==> config.mk <==
export PLATFORM = sky130hd
export DESIGN_NAME = multicycle_controller
export DESIGN_NICKNAME = d
export VERILOG_FILES = /design/src/rtl/mips_ctrl_pkg.sv /design/src/rtl/mc_aludec.sv /design/src/rtl/multicycle_controller.sv
export SDC_FILE = /design/constraint.sdc
export NUM_CORES = 1
export LEC_CHECK = 0
export CORE_MARGIN = 4
export CORE_UTILIZATION = 37
export DETAILED_ROUTE_END_ITERATION = 12
export PLACE_DENSITY_LB_ADDON = 0.05
export SLEW_MARGIN = 20
export SYNTH_ARGS = -nofsm -noshare
export SYNTH_HDL_FRONTEND = slang
export SYNTH_SLANG_ARGS = --single-unit
==> constraint.sdc <==
create_clock -name clk -period 2 [get_ports clk]
set_input_delay 0.5 -clock clk [delete_from_list [all_inputs] [get_ports clk]]
set_output_delay 0.5 -clock clk [all_outputs]
set_load 0.01 [all_outputs]
==> src/rtl/mips_ctrl_pkg.sv <==
// Shared definitions for the multicycle MIPS controller: FSM state
// encoding, opcode/funct constants, ALU operation codes and the datapath
// mux select codes. Imported by the controller, its ALU decoder, the
// datapath and the testbench so every block agrees on one encoding.
package mips_ctrl_pkg;

  typedef enum logic [3:0] {
    ST_FETCH   = 4'd0,
    ST_DECODE  = 4'd1,
    ST_MEMADR  = 4'd2,
    ST_MEMRD   = 4'd3,
    ST_MEMWB   = 4'd4,
    ST_MEMWR   = 4'd5,
    ST_EXECUTE = 4'd6,
    ST_ALUWB   = 4'd7,
    ST_BRANCH  = 4'd8,
    ST_ADDIEX  = 4'd9,
    ST_ADDIWB  = 4'd10,
    ST_JUMP    = 4'd11
  } state_e;

  // Opcodes (instr[31:26])
  localparam logic [5:0] OP_RTYPE = 6'b000000;
  localparam logic [5:0] OP_LW    = 6'b100011;
  localparam logic [5:0] OP_SW    = 6'b101011;
  localparam logic [5:0] OP_BEQ   = 6'b000100;
  localparam logic [5:0] OP_ADDI  = 6'b001000;
  localparam logic [5:0] OP_J     = 6'b000010;

  // R-type funct codes (instr[5:0])
  localparam logic [5:0] FN_ADD = 6'b100000;
  localparam logic [5:0] FN_SUB = 6'b100010;
  localparam logic [5:0] FN_AND = 6'b100100;
  localparam logic [5:0] FN_OR  = 6'b100101;
  localparam logic [5:0] FN_NOR = 6'b100111;
  localparam logic [5:0] FN_SLT = 6'b101010;

  // ALU operation codes
  localparam logic [3:0] ALU_AND = 4'b0000;
  localparam logic [3:0] ALU_OR  = 4'b0001;
  localparam logic [3:0] ALU_ADD = 4'b0010;
  localparam logic [3:0] ALU_SUB = 4'b0110;
  localparam logic [3:0] ALU_SLT = 4'b0111;
  localparam logic [3:0] ALU_NOR = 4'b1100;

  // Controller-to-ALU-decoder operation class
  localparam logic [1:0] ALUOP_ADD   = 2'b00;
  localparam logic [1:0] ALUOP_SUB   = 2'b01;
  localparam logic [1:0] ALUOP_FUNCT = 2'b10;

  // ALU B-operand select
  localparam logic [1:0] SRCB_B     = 2'b00;
  localparam logic [1:0] SRCB_FOUR  = 2'b01;
  localparam logic [1:0] SRCB_IMM   = 2'b10;
  localparam logic [1:0] SRCB_IMMSH = 2'b11;

  // Next-PC select
  localparam logic [1:0] PCSRC_ALURES = 2'b00;
  localparam logic [1:0] PCSRC_ALUOUT = 2'b01;
  localparam logic [1:0] PCSRC_JUMP   = 2'b10;

endpackage

==> src/rtl/mc_aludec.sv <==
// ALU decoder for the multicycle controller. Purely combinational.
// Ports:
//   funct_i      - instr[5:0], only consulted when aluop_i selects funct decode
//   aluop_i      - operation class from the FSM (ADD, SUB or funct decode)
//   alucontrol_o - ALU operation code
//   bad_funct_o  - funct decode requested but funct is not supported
module mc_aludec
  import mips_ctrl_pkg::*;
(
  input  logic [5:0] funct_i,
  input  logic [1:0] aluop_i,
  output logic [3:0] alucontrol_o,
  output logic       bad_funct_o
);

  // NOTE: every output gets a default before the case so no path leaves a
  // variable unassigned, which would otherwise infer a latch.
  always_comb begin
    alucontrol_o = ALU_ADD;
    bad_funct_o  = 1'b0;
    unique case (aluop_i)
      ALUOP_ADD: alucontrol_o = ALU_ADD;
      ALUOP_SUB: alucontrol_o = ALU_SUB;
      default: begin
        case (funct_i)
          FN_ADD:  alucontrol_o = ALU_ADD;
          FN_SUB:  alucontrol_o = ALU_SUB;
          FN_AND:  alucontrol_o = ALU_AND;
          FN_OR:   alucontrol_o = ALU_OR;
          FN_NOR:  alucontrol_o = ALU_NOR;
          FN_SLT:  alucontrol_o = ALU_SLT;
          // Unknown funct still executes as ADD; it is only flagged.
          default: bad_funct_o  = 1'b1;
        endcase
      end
    endcase
  end

endmodule

==> src/rtl/multicycle_controller.sv <==
// Moore sequencing controller for the multicycle MIPS datapath. Steps the
// shared-ALU, single-memory datapath through fetch/decode/execute/memory/
// writeback and drives every mux select and write enable.
// Ports:
//   clk, reset        - rising-edge clock, synchronous active-high reset
//   op, funct, zero   - opcode/funct from the IR, ALU zero flag
//   iord .. pcsrc     - datapath mux selects and write enables
//   alucontrol        - ALU operation (ALUCW bits)
//   illegal           - one-cycle pulse on unsupported opcode or funct
//   state             - current state for debug
module multicycle_controller
  import mips_ctrl_pkg::*;
#(
  parameter int ALUCW = 4
) (
  input  logic             clk,
  input  logic             reset,
  input  logic [5:0]       op,
  input  logic [5:0]       funct,
  input  logic             zero,
  output logic             iord,
  output logic             memwrite,
  output logic             irwrite,
  output logic             pcen,
  output logic             regdst,
  output logic             memtoreg,
  output logic             regwrite,
  output logic             alusrca,
  output logic [1:0]       alusrcb,
  output logic [1:0]       pcsrc,
  output logic [ALUCW-1:0] alucontrol,
  output logic             illegal,
  output logic [3:0]       state
);

  state_e state_q, state_d;
  state_e out_st;           // state seen by the output decode
  logic   pcwrite, branch, bad_op, bad_funct;
  logic   irwrite_raw, regwrite_raw, memwrite_raw;
  logic [1:0] aluop;
  logic [3:0] alu_code;

  // NOTE: sequential state uses non-blocking assignment so every flop
  // samples its input on the same edge regardless of statement order.
  always_ff @(posedge clk) begin
    if (reset) state_q <= ST_FETCH;
    else       state_q <= state_d;
  end

  // While reset is high the outputs already show FETCH values, even before
  // the first edge has cleared the state register.
  assign out_st = reset ? ST_FETCH : state_q;
  assign state  = out_st;

  always_comb begin
    state_d = state_q;
    unique case (state_q)
      ST_FETCH:  state_d = ST_DECODE;
      ST_DECODE: begin
        case (op)
          OP_LW, OP_SW: state_d = ST_MEMADR;
          OP_RTYPE:     state_d = ST_EXECUTE;
          OP_BEQ:       state_d = ST_BRANCH;
          OP_ADDI:      state_d = ST_ADDIEX;
          OP_J:         state_d = ST_JUMP;
          default:      state_d = ST_FETCH;
        endcase
      end
      ST_MEMADR:  state_d = (op == OP_LW) ? ST_MEMRD : ST_MEMWR;
      ST_MEMRD:   state_d = ST_MEMWB;
      ST_EXECUTE: state_d = ST_ALUWB;
      ST_ADDIEX:  state_d = ST_ADDIWB;
      default:    state_d = ST_FETCH;
    endcase
  end

  always_comb begin
    iord         = 1'b0;
    memwrite_raw = 1'b0;
    irwrite_raw  = 1'b0;
    pcwrite      = 1'b0;
    branch       = 1'b0;
    regdst       = 1'b0;
    memtoreg     = 1'b0;
    regwrite_raw = 1'b0;
    alusrca      = 1'b0;
    alusrcb      = SRCB_B;
    pcsrc        = PCSRC_ALURES;
    aluop        = ALUOP_ADD;
    bad_op       = 1'b0;
    unique case (out_st)
      ST_FETCH: begin
        irwrite_raw = 1'b1;
        pcwrite     = 1'b1;
        alusrcb     = SRCB_FOUR;
      end
      ST_DECODE: begin
        alusrcb = SRCB_IMMSH;
        bad_op  = !(op inside {OP_LW, OP_SW, OP_RTYPE, OP_BEQ, OP_ADDI, OP_J});
      end
      ST_MEMADR, ST_ADDIEX: begin
        alusrca = 1'b1;
        alusrcb = SRCB_IMM;
      end
      ST_MEMRD: iord = 1'b1;
      ST_MEMWB: begin
        regwrite_raw = 1'b1;
        memtoreg     = 1'b1;
      end
      ST_MEMWR: begin
        iord         = 1'b1;
        memwrite_raw = 1'b1;
      end
      ST_EXECUTE: begin
        alusrca = 1'b1;
        aluop   = ALUOP_FUNCT;
      end
      ST_ALUWB: begin
        regwrite_raw = 1'b1;
        regdst       = 1'b1;
      end
      ST_BRANCH: begin
        alusrca = 1'b1;
        branch  = 1'b1;
        pcsrc   = PCSRC_ALUOUT;
        aluop   = ALUOP_SUB;
      end
      ST_ADDIWB: regwrite_raw = 1'b1;
      ST_JUMP: begin
        pcwrite = 1'b1;
        pcsrc   = PCSRC_JUMP;
      end
      default: ;
    endcase
  end

  mc_aludec u_aludec (
    .funct_i      (funct),
    .aluop_i      (aluop),
    .alucontrol_o (alu_code),
    .bad_funct_o  (bad_funct)
  );

  assign alucontrol = ALUCW'(alu_code);

  // Write enables and the illegal pulse are suppressed during reset so an
  // aborted instruction cannot commit anything in the reset cycle.
  assign irwrite  = irwrite_raw  & ~reset;
  assign regwrite = regwrite_raw & ~reset;
  assign memwrite = memwrite_raw & ~reset;
  assign pcen     = (pcwrite | (branch & zero)) & ~reset;
  assign illegal  = (bad_op | ((out_st == ST_EXECUTE) & bad_funct)) & ~reset;

endmodule

## Yosys cells after proc, flatten, opt, wreduce, memory -nomap -nowiden

Index checks and enable logic that the tools add are counted.

- Mux-type cells: 21
- Reductions and logical operators: 14
- Bitwise gates (word level): 10
- Equal/unequal tests: 28

Operators with widths:

| operator | number |
|---|---|
| equality test 6 bit (second input constant) | 8 |
| one-hot mux 4 bit (5 select lines) | 2 |
| one-hot mux 4 bit (6 select lines) | 1 |
| equality test 4 x 3 -> 1 bit (second input constant) | 5 |
| equality test 4 bit (second input constant) | 5 |
| equality test 4 x 2 -> 1 bit (second input constant) | 4 |
| two-way mux 1 bit | 12 |
| OR reduction 2 bit | 5 |
| equality test 4 x 1 -> 1 bit (second input constant) | 2 |
| zero test 4 bit | 2 |
| one-hot mux 2 bit (2 select lines) | 2 |
| one-hot mux 4 bit (2 select lines) | 1 |
| bitwise AND 1 bit | 7 |
| equality test 6 x 2 -> 1 bit (second input constant) | 1 |
| equality test 6 x 3 -> 1 bit (second input constant) | 1 |
| equality test 6 x 4 -> 1 bit (second input constant) | 1 |
| zero test 6 bit | 1 |
| one-hot mux 2 bit (3 select lines) | 1 |
| nonzero test 6 bit | 1 |
| OR reduction 6 bit | 1 |
| two-way mux 4 bit | 1 |
| OR reduction 4 bit | 1 |
| two-way mux 3 bit | 1 |
| OR reduction 3 bit | 1 |
| 5 further kinds | 6 |

- Output and inout bits: 21
- Word-level logic and storage cells: 74
- Flip-flop bits (word level): 4

## Longest topological paths before layout

Gate-level depths: netlist of run 1.

- Word-level depth: 9
- Depth in mapped cells: 6

## Modules after synthesis

Synthesis of run 1 repeated with hierarchy kept, for this count alone.

- Cells, all modules: 93
- Area, all modules: 590.6 µm²

Modules (own cells, without submodules):

| module | times used | seq. area each (µm²) | cells each | area each (µm²) |
|---|---|---|---|---|
| multicycle_controller | 1 | 80.1 | 76 | 483.0 |
| mc_aludec | 1 | 0.0 | 17 | 107.6 |

## Least setup slack after synthesis of run 1

Ideal clock, no wire load.

- Path kind: input to output
- Start: input port op[1]
- End: output port illegal
- Arrival time: 1396 ps
- Cell stages on the path: 4
- Required time: 1500 ps
- Path slack: 104 ps
- Path buffers: 0
- Path through: xor2_1 -> o211ai_1 -> nand2b_1 -> o41ai_1

- Longest elaborated chain between the ends: 6
- Elaborated cells between the ends (all ways): 11

Ends and longest elaborated chain:

| element | line | text |
|---|---|---|
| start, declared | multicycle_controller.sv:18 | `input logic [5:0] op,` |
| equality test 6 bit (tied with other cells) | multicycle_controller.sv:99 | `bad_op = !(op inside {OP_LW, OP_SW, OP_RTYPE, OP_BEQ, OP_ADDI, OP_J});` |
| nonzero test 6 bit * | multicycle_controller.sv:99 |  |
| zero test 1 bit * | multicycle_controller.sv:99 |  |
| two-way mux 1 bit * | multicycle_controller.sv:91 | `unique case (out_st)` |
| bitwise OR 1 bit * | multicycle_controller.sv:152 | `assign illegal = (bad_op \| ((out_st == ST_EXECUTE) & bad_funct)) & ~reset;` |
| bitwise AND 1 bit * | multicycle_controller.sv:152 |  |
| end, declared | multicycle_controller.sv:32 | `output logic illegal,` |

Every way passes the cells marked *; elsewhere a longest branch is shown, timed or not.

## Worst setup path in the final report of run 1

Ends and elaborated chain as after synthesis.

==> results of run 1 <==
## critical path: stages
cell                      delay (ps)
sky130_fd_sc_hd__buf_2           120
sky130_fd_sc_hd__or4_4           540
sky130_fd_sc_hd__a21oi_2         150
sky130_fd_sc_hd__o41ai_2          80
sky130_fd_sc_hd__buf_2           140
## layer usage
layer	part of all wire, %	global-route usage, %
met3	6.7	5.52
met4	2.1	8.07
met5	0	0
met2	51	33.5
met1	40	18.9
## logic make-up after synthesis
logic type / after synthesis / synth area share, %
simple gates: 50 / 46.4
flops: 4 / 13.0
buf+inv: 12 / 8.96
compound gates: 25 / 27.3
xor+xnor: 3 / 4.28
## Yosys cell counts, drive strengths merged, types with 3 or more instances
master  instances
nor2b           4
inv             4
nor3            7
a21oi          10
nor2           14
dfxtp           4
nand2b          5
clkbuf          5
o21ai           4
buf             3
or2             3
nand2           5
## per-stage QoR
| step | setup WS (ps) | power, uW | setup TNS (ps) | utilization [%] |
|---|---|---|---|---|
| 5_1_grt | -99.6 | 362 | -270 | 76.9 |
| 4_1_cts | -52.4 | 334 | -90.1 | 76.3 |
| 3_3_place_gp | -819 | 223 | -10610 | 73.0 |
| 3_5_place_dp | -870 | 226 | -11370 | 73.0 |
| 6_report | -37.0 | 334 | -42.1 | 76.9 |
| 2_1_floorplan | 104 | 140 | 0 | - |
## what timing repair did
item | CTS | global route
pin swaps | 13 | 6
setup buffers | 2 | 0
resized for setup | 93 | 14
endpoints found under the setup margin | 21 | 13
cloned | 0 | 0
## power groups by stage
stage	sequential, uW	clock, uW	combinational [uW]
after floorplan	84.5	0	55.5
after global placement	86.6	0	136
after detailed placement	86.6	0	140
after CTS	86.1	110	137
after global routing	87.1	124	150
final	86.4	108	140
## worst min path at each step
stage	to	slack [ps]	depth (start not counted)
after floorplan	state_q[0]	580	1
after global placement	state_q[0]	610	2
after detailed placement	state_q[0]	610	2
after CTS	state_q[0]	580	2
after global routing	state_q[0]	590	2
final	state_q[0]	580	2
## final cells by class
cell class,count,share of cell area [%]
Timing Repair Buffer,61,40.1
Inverter,4,1.27
Multi-Input combinational cell,78,47.8
Sequential cell,4,7.18
Tap cell,16,1.69
Clock buffer,3,1.90
## placed cells by master, fill, tap and decap left out, drive strengths merged, types with 3 or more instances in the layout
master	n
nand2b	5
nor2b	4
nor3	7
dlygate4sd2	11
clkdlybuf4s15	5
inv	4
clkbuf	5
buf	39
o21ai	4
a21oi	10
dfxtp	4
nor2	14
nand2	5
or2	3
==> flow_summary.rst, run 1 <==
.. list-table::
   :header-rows: 1

   * - Metric
     - Value
   * - Number of rows in the core area
     - 14
   * - FF-to-FF setup slack
     - roughly 840 ps
   * - Worst Tran Pin Value
     - 237 ps
   * - Fraction of synthesis flops using an asynchronous set or reset pin
     - 0%
   * - Flip-flop count of the largest register, all copies and words added
     - 4
   * - CTS Buffer Depth
     - 2
   * - Lkg Pwr
     - roughly 0.00057 uW
   * - Maximum number of pins on one net before global-route repair
     - 17
   * - Shortest clock period the worst path allows after layout
     - ~2000 ps
   * - Worst reg2reg endpoint
     - state_q[1]
   * - Worst min-delay path class
     - register to register
   * - Multi-input combinational cell area
     - roughly 570 um2
   * - Cells after synthesis
     - 94
   * - Number of nets with antenna violations after routing
     - 0
   * - FF/Latch Area
     - around 85 um2
   * - Total count of hold-check failures in the final report
     - 0
   * - Total GRT Usage
     - between 10% and 20%
   * - Failing checks
     - setup timing
   * - Net switching power
     - around 110 uW
   * - FF-to-FF Start
     - state_q[2]
   * - Area share of the largest cell type after synthesis
     - 13.0%
   * - Fin Clk Skew
     - a little under 7 ps
   * - Clock tree from TritonCTS
     - built
   * - Sink Count
     - 4
   * - EDFF count, synth
     - 0
   * - # diodes
     - 0
   * - Final count of pins violating max slew
     - 0
   * - Wire length of the first global-routing pass
     - approximately 3500 um
   * - Finished Layout Cells
     - between 150 and 200
   * - Root cell of the clock tree
     - sky130_fd_sc_hd__clkbuf_4
   * - Startpoint-to-endpoint class of the critical path
     - input pin to primary output
   * - Area post-placement
     - approximately 1100 um2
   * - Total clock buffers created by CTS
     - 3
   * - Required time of the critical path
     - 1500 ps
   * - Switch share
     - 32.5%
   * - Remaining design rule violation count
     - 0
   * - Post-route design area
     - between 1000 and 1500 um2
   * - Final setup margin
     - -37.0 ps
   * - Cell type with the highest aggregate area in the netlist
     - sky130_fd_sc_hd__dfxtp_1
   * - Arrival time reported for the critical path endpoint
     - ~1500 ps
   * - Internal power of the cells
     - between 200 and 250 uW
   * - Final RePlAce weighted congestion
     - 0.701
   * - Core Footprint
     - around 1500 um2
   * - DP Cell Count
     - 161
   * - Worst Min Path Start
     - state_q[3]
   * - Top post-synthesis cells by area
     - sky130_fd_sc_hd__dfxtp_1 13%, sky130_fd_sc_hd__a21oi_1 8.1%, sky130_fd_sc_hd__nor2_1 7.9%, sky130_fd_sc_hd__nand2b_1 5.1%, sky130_fd_sc_hd__nor3_1 4.9%
   * - Ratio of routed vias to standard cells
     - ~5.3
   * - Share of total power in the clock network
     - approximately a third
   * - Fmax
     - 491 MHz
   * - Post-Syn Area per Cell
     - 6.54 um2
   * - Clock insertion delay at the later pin of the skew report
     - ~250 ps
   * - Vertical die dimension
     - between 40 and 50 um
   * - Most frequently used flop master after synthesis
     - sky130_fd_sc_hd__dfxtp_1
   * - HPWL Detailed
     - approximately 1600 um
   * - Registers with the highest flip-flop counts
     - state_q: 4 flops
   * - Timing endpoint of the critical path
     - illegal
   * - Post-synthesis net count
     - approximately 110
   * - Total Wirelength
     - ~2100 um
   * - Cell area after synthesis
     - ~610 um2
   * - Total overflow reported by the global router
     - 0
   * - Nature of the critical path endpoint
     - primary output
   * - Max-cap violations
     - 0
   * - Flops & latches, synth
     - 4
   * - Setup repair after global routing missed its margin
     - true
   * - Initial Util
     - between 30% and 40%
   * - Register bank with the most flops
     - state_q
   * - Number of setup violations in the final report
     - 2
   * - Filler Cells Inserted
     - 124
   * - Relative area change from synthesis to final layout
     - 92.9%
   * - Final hold slack
     - ~580 ps
   * - Share of cells above drive strength 1
     - between 40% and 50%
   * - Portion of the clock cycle consumed by the worst path in the final layout
     - 102%
   * - Total via count after detailed routing
     - 882
   * - CP Launch Type
     - input pin
   * - Area enclosed by the die boundary
     - approximately 2400 um2
   * - Clock slew seen by the registers of the worst setup and hold paths
     - roughly 40 ps
   * - Number of buffers inserted by port buffering
     - 35
   * - Seq pwr share
     - about a quarter
   * - Die X
     - 48.7 um
   * - Top-level port count
     - 36
   * - Vias in the first global route
     - 841
   * - Antenna violations before repair
     - 0
   * - Combinational group share of total power
     - about two fifths
   * - Power per Cell Area
     - between 200 and 300 nW/um2
   * - DR pass1 iterations
     - 4
   * - CP max FO
     - 4
   * - Average routed wire per standard cell
     - ~13 um
   * - Worst rel slew slack
     - a little over four fifths
   * - Number of warnings reported in the yosys synthesis log
     - 0
   * - Count of hold-fix buffers inserted at cts
     - 0
   * - Final #Nets
     - 167
   * - Worst reg-to-reg path cell count
     - 5
   * - Share of synthesized area occupied by flip-flops and latches
     - 13.0%
   * - Violation count after the first detailed-route iteration
     - 11
   * - Crit. Startpoint
     - op[1]
   * - Maximum level of the CTS H-tree
     - 1
   * - Worst-case vdd ir drop
     - roughly 0.26 mV
   * - Count of distinct cell types in the synthesized netlist
     - 39
   * - Result of the run
     - finished, violations left
No activity file was read; power rests on OpenSTA's default activity.
==> run 2: changes to the inputs <==
Settings changed: GPL_TIMING_DRIVEN from default to 0.
==> run 2 against run 1 <==
Net effect:
- the run still ends with setup timing left
- clock power shrank 4%
- routed wire length grew 5.4%
- sequential power is 5.8% lower
- final area up 1.6%
- critical path depth increased by 2
- worst hold slack gained 14 ps
- via count increased by 3.3%
- die area is the same
- worst setup slack worse by 18 ps
- non-clock buffer count shrank 5
- clock skew grew 1.9 ps
- total power shrank 1.2%
- critical endpoint unchanged
==> flow_summary.rst, run 2 (synthesis gave the netlist of run 1 again) <==
.. list-table::
   :header-rows: 1

   * - Metric
     - Value
   * - Result of the run
     - finished, violations left
   * - Failing checks
     - setup timing
   * - FF-to-FF setup slack
     - between 150 and 200 ps
   * - Fin util
     - roughly four fifths
   * - Worst min-delay path class
     - input pin to register
   * - Number of rows in the core area
     - 14
   * - Crit path largest cell delay
     - 430 ps
   * - Power per Cell Area
     - 274 nW/um2
   * - Shortest clock period the worst path allows after layout
     - around 2100 ps
   * - Worst reg2reg endpoint
     - state_q[3]
   * - Total count of hold-check failures in the final report
     - 0
   * - Worst rel slew slack
     - 81.4%
   * - Fin Clk Skew
     - slightly below 9 ps
   * - CTS Buffer Depth
     - 2
   * - DP Cell Count
     - 145
   * - Maximum level of the CTS H-tree
     - 1
   * - Vias in the first global route
     - 801
   * - Vertical die dimension
     - ~49 um
   * - Root cell of the clock tree
     - sky130_fd_sc_hd__clkbuf_4
   * - Clock slew seen by the registers of the worst setup and hold paths
     - ~30 ps
   * - Cells traversed along the worst timing path
     - buf_12 -> or3b_4 -> buf_6 -> nor2_4 -> o31ai_4 -> o41ai_2 -> buf_2
   * - Total Wirelength
     - approximately 2300 um
   * - Lkg Pwr
     - between 0.0005 and 0.0006 uW
   * - Share of cells above drive strength 1
     - 49.7%
   * - Core Footprint
     - ~1500 um2
   * - Die X
     - ~49 um
   * - Total overflow reported by the global router
     - 0
   * - Register bank with the most flops
     - state_q
   * - Remaining design rule violation count
     - 0
   * - FF-to-FF Start
     - state_q[3]
   * - Portion of the clock cycle consumed by the worst path in the final layout
     - 103%
   * - HPWL Detailed
     - 1360 um
   * - Total GRT Usage
     - between 15 and 20%
   * - FF/Latch Area
     - approximately 88 um2
   * - Total clock buffers created by CTS
     - 3
   * - Relative area change from synthesis to final layout
     - 95.9%
   * - Worst reg-to-reg path cell count
     - 10
   * - Flip-flop count of the largest register, all copies and words added
     - 4
   * - Finished Layout Cells
     - around 160
   * - Startpoint-to-endpoint class of the critical path
     - input pin to primary output
   * - Number of setup violations in the final report
     - 3
   * - Final RePlAce weighted congestion
     - 0.803
   * - Total negative slack
     - -83.4 ps
   * - Area post-placement
     - 985 um2
   * - Worst Tran Pin Value
     - around 280 ps
   * - Antenna violations before repair
     - 0
   * - Slowest library cell on the worst path
     - sky130_fd_sc_hd__or3b_4
   * - Average routed wire per standard cell
     - roughly 14 um
   * - Violation count after the first detailed-route iteration
     - 19
   * - Area enclosed by the die boundary
     - between 2000 and 2500 um2
   * - Maximum number of pins on one net before global-route repair
     - 11
   * - Count of hold-fix buffers inserted at cts
     - 0
   * - Top-level port count
     - 36
   * - Arrival time reported for the critical path endpoint
     - around 1600 ps
   * - CP Launch Type
     - input pin
   * - Multi-input combinational cell area
     - a little under 600 um2
   * - Registers with the highest flip-flop counts
     - state_q: 4 flops
   * - Sink Count
     - 4
   * - Post-route design area
     - about 1200 um2
   * - Worst-case vdd ir drop
     - around 0.16 mV
   * - Setup repair after global routing missed its margin
     - true
   * - Most common library cell in the layout ignoring fill and taps
     - sky130_fd_sc_hd__buf_4
   * - Crit. Startpoint
     - reset
   * - Fmax
     - around 490 MHz
   * - Filler Cells Inserted
     - ~120
   * - DR pass1 iterations
     - 4
   * - Required time of the critical path
     - around 1500 ps
   * - Initial Util
     - around 40%
   * - Max-cap violations
     - 0
   * - Wire length of the first global-routing pass
     - 3630 um
   * - Number of buffers inserted by port buffering
     - 35
   * - Clock insertion delay at the later pin of the skew report
     - around 240 ps
   * - Final #Nets
     - about 160
   * - CP max FO
     - 5
   * - # diodes
     - 0
   * - Hold Crit Depth
     - 3
   * - Final count of pins violating max slew
     - 0
   * - Final setup margin
     - -54.5 ps
   * - Ratio of routed vias to standard cells
     - 5.66
   * - Clock tree from TritonCTS
     - built
   * - Number of nets with antenna violations after routing
     - 0
   * - Nature of the critical path endpoint
     - primary output
   * - Leading cell types in the layout, fill and taps excluded
     - 14 x sky130_fd_sc_hd__buf_4, 11 x sky130_fd_sc_hd__buf_2, 10 x sky130_fd_sc_hd__nor2_1
   * - Setup WS pre-CTS
     - -1050 ps
   * - Total via count after detailed routing
     - 911
   * - Timing endpoint of the critical path
     - illegal
[run 2: final cells by class]
cell class / instances / share of cell area [%]
repair buffers: 50 / 34.7
inverters: 4 / 1.25
well taps: 16 / 1.66
flip-flops and latches: 4 / 7.28
plain buffers: 6 / 5.20
multi-input cells: 78 / 48.0
clock buffers: 3 / 1.87
[run 2: power by group]
| group | switching, uW | internal (uW) |
|---|---|---|
| sequential | 1.37 | 80.0 |
| clock | 36.6 | 67.4 |
| combinational | 67.5 | 76.9 |
| total | 105 | 224 |
[run 2: timing repair]
action,in CTS,in global routing
gates resized for setup,125,22
buffers inserted,12,4
gates cloned,0,0
pin swaps,9,7
setup endpoints to repair,21,17
[run 2: worst min path at each step]
stage,from,end
finish,reset,state_q[0]
global route,reset,state_q[0]
CTS,reset,state_q[0]
detailed placement,state_q[2],state_q[3]
global placement,state_q[2],state_q[3]
floorplan,reset,state_q[0]
[run 2: per-stage QoR]
step | hold WS [ps] | total power [uW]
5_1_grt | 603 | 345
3_3_place_gp | 682 | 200
4_1_cts | 571 | 321
3_5_place_dp | 692 | 201
2_1_floorplan | 580 | 140
6_report | 591 | 330
[run 2: layer usage]
| metal | wire (um) | vias to the layer above | track usage (%) |
|---|---|---|---|
| met3 | 155 | 5 | 2.76 |
| li1 | - | 440 | - |
| met4 | 27 | 0 | 5.38 |
| met1 | 923 | 425 | 22.4 |
| met2 | 1150 | 41 | 32.4 |
| met5 | 0 | - | 0 |
[run 2: critical path: cells and delay by family]
kind	cells	cell delay [ps]
AOI/OAI and AO/OA	2	120
buffers and inverters	3	410
and+or+nand+nor	2	510
